### src/rtl/vga_pkg.sv
// Shared 640x480@60 timing defaults, coordinate width and the phase
// encoding used by both the horizontal and vertical phase FSMs.
package vga_pkg;

  localparam int COORD_W = 11;

  localparam int H_ACTIVE = 640;
  localparam int H_FP     = 16;
  localparam int H_SYNC   = 96;
  localparam int H_BP     = 48;
  localparam int H_TOTAL  = H_ACTIVE + H_FP + H_SYNC + H_BP;

  localparam int V_ACTIVE = 480;
  localparam int V_FP     = 10;
  localparam int V_SYNC   = 2;
  localparam int V_BP     = 33;
  localparam int V_TOTAL  = V_ACTIVE + V_FP + V_SYNC + V_BP;

  typedef enum logic [1:0] {
    PH_ACTIVE = 2'd0,
    PH_FRONT  = 2'd1,
    PH_SYNC   = 2'd2,
    PH_BACK   = 2'd3
  } phase_t;

endpackage

### src/rtl/vga_phase_fsm.sv
// Raster phase tracker for one axis. The phase always describes the
// counter value currently held by the parent, so each transition is
// taken on the advance that moves the counter onto the first value of
// the next region.
module vga_phase_fsm
  import vga_pkg::*;
#(
  parameter int ACTIVE = 640,
  parameter int FP     = 16,
  parameter int SYNC   = 96,
  parameter int BP     = 48
) (
  input  logic               clk,
  input  logic               rst,
  input  logic               en,
  input  logic [COORD_W-1:0] cnt,
  output phase_t             phase,
  output logic               in_sync,
  output logic               in_active,
  output logic               wrap
);

  localparam logic [COORD_W-1:0] LAST_ACT  = COORD_W'(ACTIVE - 1);
  localparam logic [COORD_W-1:0] LAST_FP   = COORD_W'(ACTIVE + FP - 1);
  localparam logic [COORD_W-1:0] LAST_SYNC = COORD_W'(ACTIVE + FP + SYNC - 1);
  localparam logic [COORD_W-1:0] LAST_CNT  = COORD_W'(ACTIVE + FP + SYNC + BP - 1);

  phase_t phase_q;
  phase_t phase_d;

  // Phase register, back to ACTIVE on reset.
  always_ff @(posedge clk or negedge rst) begin
    if (!rst) begin
      phase_q <= PH_ACTIVE;
    end else begin
      phase_q <= phase_d;
    end
  end

  // Next phase: move on when the counter leaves the last value of a region.
  always_comb begin
    phase_d = phase_q;
    if (en) begin
      case (phase_q)
        PH_ACTIVE: if (cnt == LAST_ACT)  phase_d = PH_FRONT;
        PH_FRONT:  if (cnt == LAST_FP)   phase_d = PH_SYNC;
        PH_SYNC:   if (cnt == LAST_SYNC) phase_d = PH_BACK;
        PH_BACK:   if (cnt == LAST_CNT)  phase_d = PH_ACTIVE;
        default:                         phase_d = PH_ACTIVE;
      endcase
    end
  end

  assign phase     = phase_q;
  assign in_sync   = (phase_q == PH_SYNC);
  assign in_active = (phase_q == PH_ACTIVE);
  assign wrap      = (cnt == LAST_CNT);

endmodule

### src/rtl/vga_sync_timing.sv
// VGA raster timing: pixel-rate divider, col/row counters, H/V phase
// FSMs and the one-tick output stage that aligns hsync/vsync/video_on
// with the pattern RGB returned for the previous coordinate.
module vga_sync_timing
  import vga_pkg::*;
#(
  parameter int   PIX_DIV     = 4,
  parameter int   H_ACTIVE    = vga_pkg::H_ACTIVE,
  parameter int   H_FP        = vga_pkg::H_FP,
  parameter int   H_SYNC      = vga_pkg::H_SYNC,
  parameter int   H_BP        = vga_pkg::H_BP,
  parameter int   V_ACTIVE    = vga_pkg::V_ACTIVE,
  parameter int   V_FP        = vga_pkg::V_FP,
  parameter int   V_SYNC      = vga_pkg::V_SYNC,
  parameter int   V_BP        = vga_pkg::V_BP,
  parameter logic SYNC_ACTIVE = 1'b0
) (
  input  logic               clk,
  input  logic               rst,
  input  logic [3:0]         red_in,
  input  logic [3:0]         green_in,
  input  logic [3:0]         blue_in,
  output logic [COORD_W-1:0] col,
  output logic [COORD_W-1:0] row,
  output logic               pix_tick,
  output logic               frame_start,
  output logic               hsync,
  output logic               vsync,
  output logic               video_on,
  output logic [3:0]         red,
  output logic [3:0]         green,
  output logic [3:0]         blue
);

  localparam int DIV_W = (PIX_DIV > 2) ? $clog2(PIX_DIV) : 1;
  localparam logic [DIV_W-1:0] DIV_LAST = DIV_W'(PIX_DIV - 1);

  logic [DIV_W-1:0]   div_q;
  logic               adv;
  logic [COORD_W-1:0] col_p0;
  logic [COORD_W-1:0] row_p0;
  logic               vld_p0;
  logic               frame_p0;

  phase_t             h_phase;
  phase_t             v_phase;
  logic               h_in_sync;
  logic               v_in_sync;
  logic               h_in_active;
  logic               v_in_active;
  logic               h_wrap;
  logic               v_wrap;

  logic               hs_raw;
  logic               vs_raw;
  logic               on_raw;

  logic               hsync_p1;
  logic               vsync_p1;
  logic               video_on_p1;
  logic [3:0]         red_p1;
  logic [3:0]         green_p1;
  logic [3:0]         blue_p1;

  // Pixel-rate divider; the advance fires on its last count.
  always_ff @(posedge clk or negedge rst) begin
    if (!rst) begin
      div_q <= '0;
    end else if (div_q == DIV_LAST) begin
      div_q <= '0;
    end else begin
      div_q <= div_q + 1'b1;
    end
  end

  assign adv = (div_q == DIV_LAST);

  // ---- stage p0: coordinates and tick strobes ----
  // Coordinate counters; col wraps at line end and carries into row.
  always_ff @(posedge clk or negedge rst) begin
    if (!rst) begin
      col_p0 <= '0;
      row_p0 <= '0;
    end else if (adv) begin
      if (h_wrap) begin
        col_p0 <= '0;
        row_p0 <= v_wrap ? '0 : row_p0 + 1'b1;
      end else begin
        col_p0 <= col_p0 + 1'b1;
      end
    end
  end

  // Tick and frame-start strobes, high only for the clk the coordinates move.
  always_ff @(posedge clk or negedge rst) begin
    if (!rst) begin
      vld_p0   <= 1'b0;
      frame_p0 <= 1'b0;
    end else begin
      vld_p0   <= adv;
      frame_p0 <= adv & h_wrap & v_wrap;
    end
  end

  vga_phase_fsm #(
    .ACTIVE (H_ACTIVE),
    .FP     (H_FP),
    .SYNC   (H_SYNC),
    .BP     (H_BP)
  ) u_h_fsm (
    .clk       (clk),
    .rst       (rst),
    .en        (adv),
    .cnt       (col_p0),
    .phase     (h_phase),
    .in_sync   (h_in_sync),
    .in_active (h_in_active),
    .wrap      (h_wrap)
  );

  vga_phase_fsm #(
    .ACTIVE (V_ACTIVE),
    .FP     (V_FP),
    .SYNC   (V_SYNC),
    .BP     (V_BP)
  ) u_v_fsm (
    .clk       (clk),
    .rst       (rst),
    .en        (adv & h_wrap),
    .cnt       (row_p0),
    .phase     (v_phase),
    .in_sync   (v_in_sync),
    .in_active (v_in_active),
    .wrap      (v_wrap)
  );

  assign hs_raw = h_in_sync ? SYNC_ACTIVE : ~SYNC_ACTIVE;
  assign vs_raw = v_in_sync ? SYNC_ACTIVE : ~SYNC_ACTIVE;
  assign on_raw = h_in_active & v_in_active;

  // ---- stage p1: connector outputs for the previous coordinate ----
  // Syncs, video_on and blanked RGB all sampled on the same advance.
  always_ff @(posedge clk or negedge rst) begin
    if (!rst) begin
      hsync_p1    <= ~SYNC_ACTIVE;
      vsync_p1    <= ~SYNC_ACTIVE;
      video_on_p1 <= 1'b0;
      red_p1      <= '0;
      green_p1    <= '0;
      blue_p1     <= '0;
    end else if (adv) begin
      hsync_p1    <= hs_raw;
      vsync_p1    <= vs_raw;
      video_on_p1 <= on_raw;
      red_p1      <= on_raw ? red_in   : 4'h0;
      green_p1    <= on_raw ? green_in : 4'h0;
      blue_p1     <= on_raw ? blue_in  : 4'h0;
    end
  end

  assign col         = col_p0;
  assign row         = row_p0;
  assign pix_tick    = vld_p0;
  assign frame_start = frame_p0;
  assign hsync       = hsync_p1;
  assign vsync       = vsync_p1;
  assign video_on    = video_on_p1;
  assign red         = red_p1;
  assign green       = green_p1;
  assign blue        = blue_p1;

  // The phase encodings themselves are only needed as the in_* flags.
  logic unused_phase;
  assign unused_phase = ^{h_phase, v_phase};

endmodule

### config.mk
export PLATFORM = sky130hd
export DESIGN_NAME = vga_sync_timing
export DESIGN_NICKNAME = d
export VERILOG_FILES = /design/src/rtl/vga_pkg.sv /design/src/rtl/vga_phase_fsm.sv /design/src/rtl/vga_sync_timing.sv
export SDC_FILE = /design/constraint.sdc
export NUM_CORES = 1
export LEC_CHECK = 0
export CORE_MARGIN = 3
export CORE_UTILIZATION = 30
export DETAILED_ROUTE_END_ITERATION = 8
export PLACE_DENSITY_LB_ADDON = 0.12
export RECOVER_POWER = 25
export SLEW_MARGIN = 10
export SYNTH_ARGS = -nofsm -noshare
export SYNTH_HDL_FRONTEND = slang
export SYNTH_SLANG_ARGS = --single-unit
### constraint.sdc
create_clock -name clk -period 6.1 [get_ports clk]
set_clock_uncertainty 0.15 [all_clocks]
set_input_delay 0.61 -clock clk [delete_from_list [all_inputs] [get_ports clk]]
set_output_delay 0.61 -clock clk [all_outputs]
set_load 0.03 [all_outputs]
* Word-level counts from Yosys, hierarchy flattened
Cells that the tools add are included.
** Operators by class
- Reductions and logical operators :: 5
- Eq/ne operators :: 23
- Muxes and demuxes :: 18
- Bitwise operators :: 3
- Add/sub/neg operators :: 3
** Operators with widths (number)
- $eq A11 B10 Y1 const B :: 5
- $eq A11 B9 Y1 const B :: 3
- $add A11 B1 Y11 const B :: 2
- $mux W11 :: 2
- $mux W2 :: 9
- $pmux W2 S4 :: 2
- $mux W4 :: 3
- $ne A2 B1 Y1 const B :: 6
- $eq A2 B2 Y1 const B :: 5
- $reduce_and A5 Y1 :: 2
- $eq A2 B1 Y1 const B :: 2
- $logic_not A2 Y1 :: 2
- $ne A2 B2 Y1 const B :: 2
- $and A1 B1 Y1 :: 3
- $add A2 B1 Y2 const B :: 1
- $mux W1 :: 2
- $reduce_and A2 Y1 :: 1
** Storage, ports and cells
- Logic and storage cells :: 65
- Output and inout port bits :: 39
- Flip-flop bits (word level) :: 45

* Longest topological paths before layout
Gate-level depths: netlist of the first run.
- Word-level depth :: 3
- Gate-level depth with buffers :: 8

* By module
Synthesis of the first run repeated with hierarchy kept, for this count alone.
** Unflattened totals
- Cells, all modules :: 221
- Area, all modules :: 2371.0 um^2
** Modules (own cells, without submodules)
- vga_sync_timing :: cells an instance 167, instances 1, area each 1851.8 um^2, seq. area each 1028.5 um^2
- vga_phase_fsm at u_v_fsm :: cells an instance 27, instances 1, area each 262.8 um^2, seq. area each 50.0 um^2
- vga_phase_fsm at u_h_fsm :: cells an instance 27, instances 1, area each 256.5 um^2, seq. area each 50.0 um^2

* Least setup slack after synthesis of the first run
OpenSTA, ideal clock, no wires.
- Path type :: reg2reg
- Start point :: reg col_p0[0], in the netlist col[0]
- End point :: reg u_h_fsm.phase_q[1], in the netlist u_h_fsm.phase[1]
- Setup slack :: 3.780 ns
- Stages on the path, launching flop included :: 7
- Data arrival time :: 2.042 ns
- Path through :: dfrtp_1 -> ha_1 -> and4b_1 -> nand3b_1 -> o32a_1 -> nor4_4 -> mux2_1
** Between the ends
- Cells in the longest elaborated chain, start to end :: 3
** Ends and longest elaborated chain
- start, declared :: RTL line vga_sync_timing.sv:40 : logic [COORD_W-1:0] col_p0;
- start signal, assigned :: RTL line vga_sync_timing.sv:89 : col_p0 <= col_p0 + 1'b1;
- $eq A11 B10 Y1 (on tied branches)
- $ne A2 B1 Y1 (no line) or $ne A2 B2 Y1 (tied branches)
- $reduce_and A5 Y1 (no line) *
- end signal, assigned :: RTL line vga_phase_fsm.sv:36 : phase_q <= phase_d;
- end, declared :: RTL line vga_phase_fsm.sv:28 : phase_t phase_q;
Mark *: on every way between the ends. The rest lies on a longest branch, timed or not.
A chain may end at the register's enable or synchronous reset.

==> flow_summary.yaml, run 1 <==
worst_setup_path:
  max_stage_delay_ns: 1.71
  critical-path-slowest-cell: "sky130_fd_sc_hd__clkbuf_1"
  timing.critical_path.to_type: "asynchronous set/reset pin"
  path_cells: "clkbuf_1"
  required_time_of_the_critical_path_ns: 5.84
  critical_path_class: "in -> async"
  critical_path.n_buffers_inverters: 1
  path_max_fanout: 45
  worst-endpoint-arrival_ns: 2.35
  critical-path-top-delay-family: "buffers and inverters"
  critPathLaunchType: "input port"
synthesis:
  synth.avg_cell_area_um2: 11.2
  xor_xnor_share_of_the_synthesized_area_pct: 6.02
  synth.top_cells.by_count: "sky130_fd_sc_hd__dfrtp_1, sky130_fd_sc_hd__ha_1, sky130_fd_sc_hd__nor2_1, sky130_fd_sc_hd__nand2_1, sky130_fd_sc_hd__a22o_1"
  synthDominantCellAreaShare_pct: 49.3
  synth_most_common_cell: "sky130_fd_sc_hd__dfrtp_1"
  synthesized_area_fraction_occupied_by_ao_oa_aoi_and_oai_cells_pct: 9.69
  ys_seq_area_share_pct: 51.7
  synth_top_family_by_area: "simple AND/OR/NAND/NOR gates"
  yosysWarnings: 0
  yosys-mux-area-fraction_pct: 2.92
  synth-edff-count: 0
  synth_cells: 195
  postSynthNetCount: 224
  netlist_area_um2: 2180
  postSynth.topFlopCell: "sky130_fd_sc_hd__dfrtp_1"
  synth_async_sr_flop_share_pct: 100
  post_synth_adder_cell_area_pct: 8.60
  number_of_distinct_library_cell_variants_in_the_gate_level_netlist_after_synthesis: 44
  synthTopCellsByArea: "sky130_fd_sc_hd__dfrtp_1, sky130_fd_sc_hd__ha_1, sky130_fd_sc_hd__a22o_1"
  post_synth_top_area_cell: "sky130_fd_sc_hd__dfrtp_1"
  number_of_storage_elements_in_the_synthesis_netlist: 45
  synth_simple_gate_area_share_pct: 17.9
placed_design:
  port-buffer-count: 52
  detailedPlacementHpwl_um: 3510
  detailedPlace.worstSlack_ns: 3.75
  gp_congestion: 0.802
clock_tree:
  ctsResizeCount: 0
  clk-insertion-delay-late_ns: 0.30
  cts-hold-fix-buffers: 0
  tritoncts_clock_tree: "built"
  clkSlewWorstSetupHoldPaths_ns: 0.09
  cts.htree.levels: 2
  clk_path_buf_depth: 2
  cts_inserted_buffers: 5
  cts.repair_timing.setup_buffer_count: 0
  root_buffer: "sky130_fd_sc_hd__clkbuf_8"
  clock_sinks: 45
power_and_ir_drop:
  ir_drop_mv: 0.0708
  power_density_nw_per_um2: 182
  leakagePower_nw: 1.24
hold_path:
  hold_class: "reg -> reg"
detailed_routing:
  routed-via-count: 1623
  detail_route.first_pass.iterations: 4
  drc: 0
  antenna_violating_nets_post_route: 0
  routed_via_density: 4.70
  dr.first_iter.drc_count: 38
  route.final.wire_length_um: 5000
  wl_per_cell_um: 14.5
timing:
  post-route-worst-setup-slack_ns: 3.49
  slew_headroom_pct: -64.0
  timing.hold.ws_ns: 0.276
  number_of_setup_violations_in_the_final_report: 0
  final-hold-violation-count: 0
  worstMarginPinSlew_ns: 2.46
  highest_achievable_clock_rate_mhz: 383
  maxSlewViolCount: 46
  finalCriticalPeriod_ns: 2.61
  tcrit_tclk_final_pct: 42.8
  tns_ns: 0
  rsz0062_at_grt: "false"
cells_and_area:
  multiInputGateArea_um2: 985
  ratio_of_cells_with_drive_above_1_in_the_final_layout_pct: 4.82
  final-seq-area_um2: 1130
  fin_util_pct: 41.5
  diodes: 0
  num-fill-cells: 693
  syn2layout_area_growth_pct: 31.5
  num-nets-final: 277
floorplan:
  chipWidth_um: 91.3
  floorplan.die_area_um2: 8330
  initial_core_util_pct: 31.6
  placementRows: 30
  die-height_um: 91.3
  core-area_um2: 6910
  pin_count: 53
global_route:
  global_route.usage.total_pct: 12.3
  grt_overflow: 0
  first_pass_grt_wire_length_um: 8290
  grt_antenna_before_repair: 0
  grt_max_degree: 46
  number_of_global_route_vias_before_repair: 1640
run_status:
  outcome: "complete, but fails checks"
  violations: "capacitance limit, slew limit"
flow_run:
  cap_violations: 1
==> report_power, final <==
part | total [mW] | switching, mW | internal [mW]
clock | 0.184 | 0.103 | 0.0813
combinational | 0.0346 | 0.0178 | 0.0168
sequential | 0.304 | 0.00208 | 0.302
total | 0.523 | 0.123 | 0.400
==> registers in the layout, indices dropped and copies added (netlist names) <==
name           cells
u_h_fsm.phase      2
u_v_fsm.phase      2
row               11
blue               4
frame_start        1
col               11
hsync              1
green              4
red                4
div_q              2
video_on           1
vsync              1
pix_tick           1
==> stage by stage <==
stage          cells  total power, mW  area, µm²
4_1_cts          345            0.538       2870
6_report         345            0.523       2870
2_1_floorplan    195            0.322       2180
3_3_place_gp     337            0.346       2790
3_5_place_dp     337            0.346       2790
5_1_grt          345            0.548       2870
==> cell families after synthesis <==
group / after synthesis
AO/OA/AOI/OAI: 28
flip-flops: 45
buffers and inverters: 16
XOR/XNOR: 15
AND/OR/NAND/NOR: 70
adder cells (fa/ha/maj): 15
multiplexers: 6
==> path summary, 6_finish.rpt <==
kind / start / to / slack (ns) / cells past startpoint
max: rst / row[4] / 3.49 / 1
min: div_q[0] / div_q[0] / 0.28 / 1
max reg2reg: row[1] / u_v_fsm.phase[1] / 3.72 / 7
min reg2reg: div_q[0] / div_q[0] / 0.28 / 1
max in group clk: row[1] / u_v_fsm.phase[1] / 3.72 / 7
min in group asynchronous: rst / col[4] / 0.90 / 1
==> final cells by class <==
class                      instances  area share [%]
inverter                          10            1.31
multi-input combinational        134            34.3
clock buffer                       7            2.66
tap                               96            4.19
timing repair buffer              52            17.9
sequential                        45            39.3
clock inverter                     1           0.262
==> cell usage in the layout, fill, tap and decap left out, types with 5 or more instances in the layout <==
cell	count
sky130_fd_sc_hd__nor2_1	15
sky130_fd_sc_hd__nand2_1	14
sky130_fd_sc_hd__inv_1	8
sky130_fd_sc_hd__and3_1	8
sky130_fd_sc_hd__nand4_1	10
sky130_fd_sc_hd__dfrtp_1	43
sky130_fd_sc_hd__clkbuf_8	5
sky130_fd_sc_hd__nand3_1	6
sky130_fd_sc_hd__xnor2_1	9
sky130_fd_sc_hd__a22o_1	12
sky130_fd_sc_hd__xor2_1	6
sky130_fd_sc_hd__ha_1	15
sky130_fd_sc_hd__clkdlybuf4s50_1	51
==> per-layer routing <==
layer  up-vias  track usage [%]  share of wire [%]
met5         -                0                  0
met4         0             4.15                1.5
met3         9             2.65                3.3
met2        27             19.8                 47
met1       796             16.3                 48
li1        791                -                  -
Note: power is estimated with default switching activity, not from simulation.
==> run 2, diff against run 1 <==
Clock period 6.1 ns to 2.67 ns, I/O delays scaled along.
==> run 2 against run 1 <==
  * The flow now finishes without violations
  * First-iteration DRC count rose by 39%
  * Sequential power rose by 130%
  * Sequential cell count did not move
  * Worst hold slack improved by 0.013 ns
  * Die area did not move
  * Clock-buffer cell count fell by 1
  * Total power rose by 130%
  * Routed wire length barely moved
  * Highest routed layer unchanged
==> flow_summary.yaml, run 2 (synthesized netlist as in run 1, its figures left out) <==
run_status:
  outcome: "complete, no violations"
hold_path:
  holdPathEnd: "div_q[0]"
  hold_path_depth: 1
  holdCritStartpoint: "div_q[0]"
  hold_class: "reg -> reg"
timing:
  tcrit_tclk_final_pct: 90.8
  worstMarginPinSlew_ns: 0.994
  tns_ns: 0
  final-hold-violation-count: 0
  highest_achievable_clock_rate_mhz: 412
  finalCriticalPeriod_ns: 2.42
  timing.hold.ws_ns: 0.289
  number_of_setup_violations_in_the_final_report: 0
  rsz0062_at_grt: "false"
  slew_headroom_pct: 33.7
  maxSlewViolCount: 0
floorplan:
  die-height_um: 91.3
  pin_count: 53
  chipWidth_um: 91.3
  initial_core_util_pct: 31.6
  floorplan.die_area_um2: 8330
  core-area_um2: 6910
  placementRows: 30
cells_and_area:
  ratio_of_cells_with_drive_above_1_in_the_final_layout_pct: 6.35
  diodes: 0
  fin_util_pct: 42.0
  num-nets-final: 280
  syn2layout_area_growth_pct: 33.1
  final_cell_mix: "sky130_fd_sc_hd__clkdlybuf4s50_1, sky130_fd_sc_hd__dfrtp_1, sky130_fd_sc_hd__nor2_1, sky130_fd_sc_hd__ha_1, sky130_fd_sc_hd__nand2_1"
  mostFrequentLayoutCell: "sky130_fd_sc_hd__clkdlybuf4s50_1"
  stdcell_area_um2: 2900
placed_design:
  gp_congestion: 0.777
  port-buffer-count: 52
  detailedPlacementHpwl_um: 3650
  detailed_place.area_um2: 2800
global_route:
  grt_antenna_before_repair: 0
  number_of_global_route_vias_before_repair: 1693
  grt_overflow: 0
  grt_max_degree: 29
  global_route.usage.total_pct: 12.4
  first_pass_grt_wire_length_um: 8470
detailed_routing:
  wl_per_cell_um: 14.3
  detail_route.first_pass.iterations: 4
  routed-via-count: 1621
  drc: 0
  dr.first_iter.drc_count: 53
  antenna_violating_nets_post_route: 0
  routed_via_density: 4.66
  route.final.wire_length_um: 4990
power_and_ir_drop:
  power_density_nw_per_um2: 421
  leakagePower_nw: 1.27
  ir_drop_mv: 0.148
clock_tree:
  clk-insertion-delay-late_ns: 0.29
  clk_path_buf_depth: 2
  cts.htree.levels: 2
  root_buffer: "sky130_fd_sc_hd__clkbuf_8"
  tritoncts_clock_tree: "built"
  clock_sinks: 45
  clkSlewWorstSetupHoldPaths_ns: 0.08
  cts_inserted_buffers: 5
worst_setup_path:
  reg2reg_to: "u_v_fsm.phase[1]"
  critPathLaunchType: "register"
  register_to_register_setup_slack_ns: 0.25
  path_max_fanout: 8
  setup.worst_path.start: "row[1]"
  r2r_start: "row[1]"
  critical_path_class: "reg -> reg"
  worst-endpoint-arrival_ns: 2.45
  timing.critical_path.to_type: "register"
  required_time_of_the_critical_path_ns: 2.70
  worstRegToRegCells: 7
flow_run:
  cap_violations: 0
[run 2: cell types whose count changed in the layout (fill, tap and decap cells not counted)]
cell                            change
sky130_fd_sc_hd__clkbuf_2           +1
sky130_fd_sc_hd__clkinvlp_4         -1
sky130_fd_sc_hd__clkinv_4           +1
sky130_fd_sc_hd__dlygate4sd3_1      +1
sky130_fd_sc_hd__buf_4              +1
sky130_fd_sc_hd__clkbuf_8           +1
sky130_fd_sc_hd__clkinv_2           +1
sky130_fd_sc_hd__clkbuf_1           -2
[run 2: repair_timing]
action | CTS | global route
gates resized for setup | 0 | 0
hold buffers | 1 | 0
endpoints found under the hold margin | 16 | 0
setup endpoints to repair | 0 | 0
buffers inserted | 0 | 0
[run 2: worst max-delay path by stage]
stage                             endpoint  cells after the start
after floorplan           u_h_fsm.phase[1]                      6
after global placement    u_v_fsm.phase[1]                      7
after detailed placement  u_v_fsm.phase[1]                      7
after CTS                 u_v_fsm.phase[1]                      7
after global routing      u_v_fsm.phase[1]                      7
final                     u_v_fsm.phase[1]                      7
[run 2: layout make-up]
class	instances	area, µm²
multi-input cells	134	985
well taps	96	120
inverters	10	37.5
clock inverters	2	13.8
clock buffers	6	82.6
fillers	703	4000
flip-flops and latches	45	1130
repair buffers	55	537
[run 2: metrics by stage]
stage	setup slack (ns)	cells	power, mW
2_1_floorplan	0.350	195	0.736
3_3_place_gp	0.398	339	0.792
3_5_place_dp	0.284	339	0.792
4_1_cts	0.263	348	1.24
5_1_grt	0.0122	348	1.28
6_report	0.245	348	1.22
[run 2: power by group]
part           switching, mW  internal (mW)
clock                  0.236          0.210
sequential           0.00516          0.690
combinational         0.0414         0.0398
total                  0.283          0.940
[run 2: layer usage]
metal	track usage, %	vias to the layer above	routed length [µm]
met4	3.02	0	29
li1	-	798	-
met1	16.6	792	2440
met3	3.89	2	213
met2	19.6	29	2310
met5	0	-	0
[run 2: worst max-delay path: stages, from the launching register on]
cell                       delay [ns]
sky130_fd_sc_hd__dfrtp_1         0.47
sky130_fd_sc_hd__inv_1           0.13
sky130_fd_sc_hd__ha_1            0.14
sky130_fd_sc_hd__nor4bb_1        0.29
sky130_fd_sc_hd__nand4_1         0.32
sky130_fd_sc_hd__a22oi_1         0.26
sky130_fd_sc_hd__and3_1          0.22
sky130_fd_sc_hd__mux2_1          0.32
==> run 3, diff against run 2 <==
Settings changed: MAX_ROUTING_LAYER set to met4.
==> run 3 against run 2 <==
  * Global-route usage rose by 0.31 points
  * Clock power barely moved
  * Critical path depth did not move
  * Design area did not move
  * Total power barely moved
  * Register-to-register slack barely moved
  * Worst hold slack barely moved
  * Sequential cell count did not move
  * Routed wire length fell by 0.44%
==> flow_summary.yaml, run 3 (synthesized netlist as in run 1, its figures left out) <==
run_status:
  outcome: "complete, no violations"
worst_setup_path:
  critical-path-top-delay-family: "simple AND/OR/NAND/NOR gates"
  critical-path-slowest-cell: "sky130_fd_sc_hd__dfrtp_1"
  critical_path.n_buffers_inverters: 1
  r2r_start: "row[1]"
  critical_path_class: "reg -> reg"
  worst-endpoint-arrival_ns: 2.46
  path_max_fanout: 8
  required_time_of_the_critical_path_ns: 2.69
  setup.worst_path.start: "row[1]"
  timing.critical_path.to_type: "register"
  max_stage_delay_ns: 0.47
  critPathLaunchType: "register"
  path_cells: "inv_1, ha_1, nor4bb_1, nand4_1, a22oi_1, and3_1, mux2_1"
detailed_routing:
  dr.first_iter.drc_count: 56
  detail_route.first_pass.iterations: 4
  routed-via-count: 1615
  antenna_violating_nets_post_route: 0
  drc: 0
  route.final.wire_length_um: 4970
  routed_via_density: 4.64
  wl_per_cell_um: 14.3
timing:
  timing.hold.ws_ns: 0.289
  worstMarginPinSlew_ns: 0.994
  finalCriticalPeriod_ns: 2.43
  tcrit_tclk_final_pct: 91.1
  maxSlewViolCount: 0
  highest_achievable_clock_rate_mhz: 411
  number_of_setup_violations_in_the_final_report: 0
  rsz0062_at_grt: "false"
  slew_headroom_pct: 33.7
  tns_ns: 0
  final-hold-violation-count: 0
clock_tree:
  clkSlewWorstSetupHoldPaths_ns: 0.08
  cts_inserted_buffers: 5
  root_buffer: "sky130_fd_sc_hd__clkbuf_8"
  tritoncts_clock_tree: "built"
  clk_path_buf_depth: 2
  cts.htree.levels: 2
  clk-insertion-delay-late_ns: 0.29
  clock_sinks: 45
  ctsResizeCount: 0
power_and_ir_drop:
  leakagePower_nw: 1.27
  power_density_nw_per_um2: 421
  ir_drop_mv: 0.148
floorplan:
  placementRows: 30
  core-area_um2: 6910
  pin_count: 53
  chipWidth_um: 91.3
  floorplan.die_area_um2: 8330
  die-height_um: 91.3
  initial_core_util_pct: 31.6
cells_and_area:
  num-nets-final: 280
  ratio_of_cells_with_drive_above_1_in_the_final_layout_pct: 6.35
  syn2layout_area_growth_pct: 33.1
  fin_util_pct: 42.0
  mostFrequentLayoutCell: "sky130_fd_sc_hd__clkdlybuf4s50_1"
  diodes: 0
  final_cell_mix: "sky130_fd_sc_hd__clkdlybuf4s50_1, sky130_fd_sc_hd__dfrtp_1, sky130_fd_sc_hd__nor2_1, sky130_fd_sc_hd__ha_1, sky130_fd_sc_hd__nand2_1"
  stdcell_area_um2: 2900
hold_path:
  hold_class: "reg -> reg"
  holdCritStartpoint: "div_q[0]"
global_route:
  grt_overflow: 0
  global_route.usage.total_pct: 12.7
  number_of_global_route_vias_before_repair: 1700
  grt_antenna_before_repair: 0
  grt_max_degree: 29
  first_pass_grt_wire_length_um: 8450
placed_design:
  gp_congestion: 0.788
  port-buffer-count: 52
  detailed_place.area_um2: 2800
  detailedPlacementHpwl_um: 3650
flow_run:
  cap_violations: 0
## run 3: worst paths after layout
| path | slack, ns | depth (start not counted) | end |
|---|---|---|---|
| setup / recovery | 0.24 | 7 | u_v_fsm.phase[1] |
| hold / removal | 0.29 | 1 | div_q[0] |
| setup reg to reg | 0.24 | 7 | u_v_fsm.phase[1] |
| hold reg to reg | 0.29 | 1 | div_q[0] |
| max in group asynchronous | 0.61 | 3 | u_v_fsm.phase[1] |
| min in group asynchronous | 0.49 | 2 | col[4] |
## run 3: layout make-up
class | instances | area (µm²)
Fill cell | 703 | 4000
Sequential cell | 45 | 1130
Multi-Input combinational cell | 134 | 985
Timing Repair Buffer | 55 | 537
Tap cell | 96 | 120
Clock buffer | 6 | 82.6
Inverter | 10 | 37.5
Clock inverter | 2 | 13.8
## run 3: timing repair
action                                 in CTS  in global routing
hold buffers                                1                  0
endpoints found under the hold margin      16                  0
setup buffers                               0                  0
## run 3: metrics by stage
step,setup slack [ns],std cells,total power [mW]
5_1_grt,0.0122,348,1.28
2_1_floorplan,0.350,195,0.736
6_report,0.237,348,1.22
3_5_place_dp,0.284,339,0.792
4_1_cts,0.263,348,1.24
3_3_place_gp,0.398,339,0.792
## run 3: power by group
group,switching (mW),total (mW),internal [mW]
combinational,0.0415,0.0813,0.0398
clock,0.236,0.446,0.210
sequential,0.00516,0.695,0.690
## run 3: layer usage
metal / vias to the layer above / part of all wire [%] / track usage [%]
met5: - / 0 / -
met4: 0 / 0.82 / 3.39
met3: 4 / 3.0 / 3.07
met2: 27 / 46 / 19.6
met1: 784 / 50 / 16.9
li1: 800 / - / -
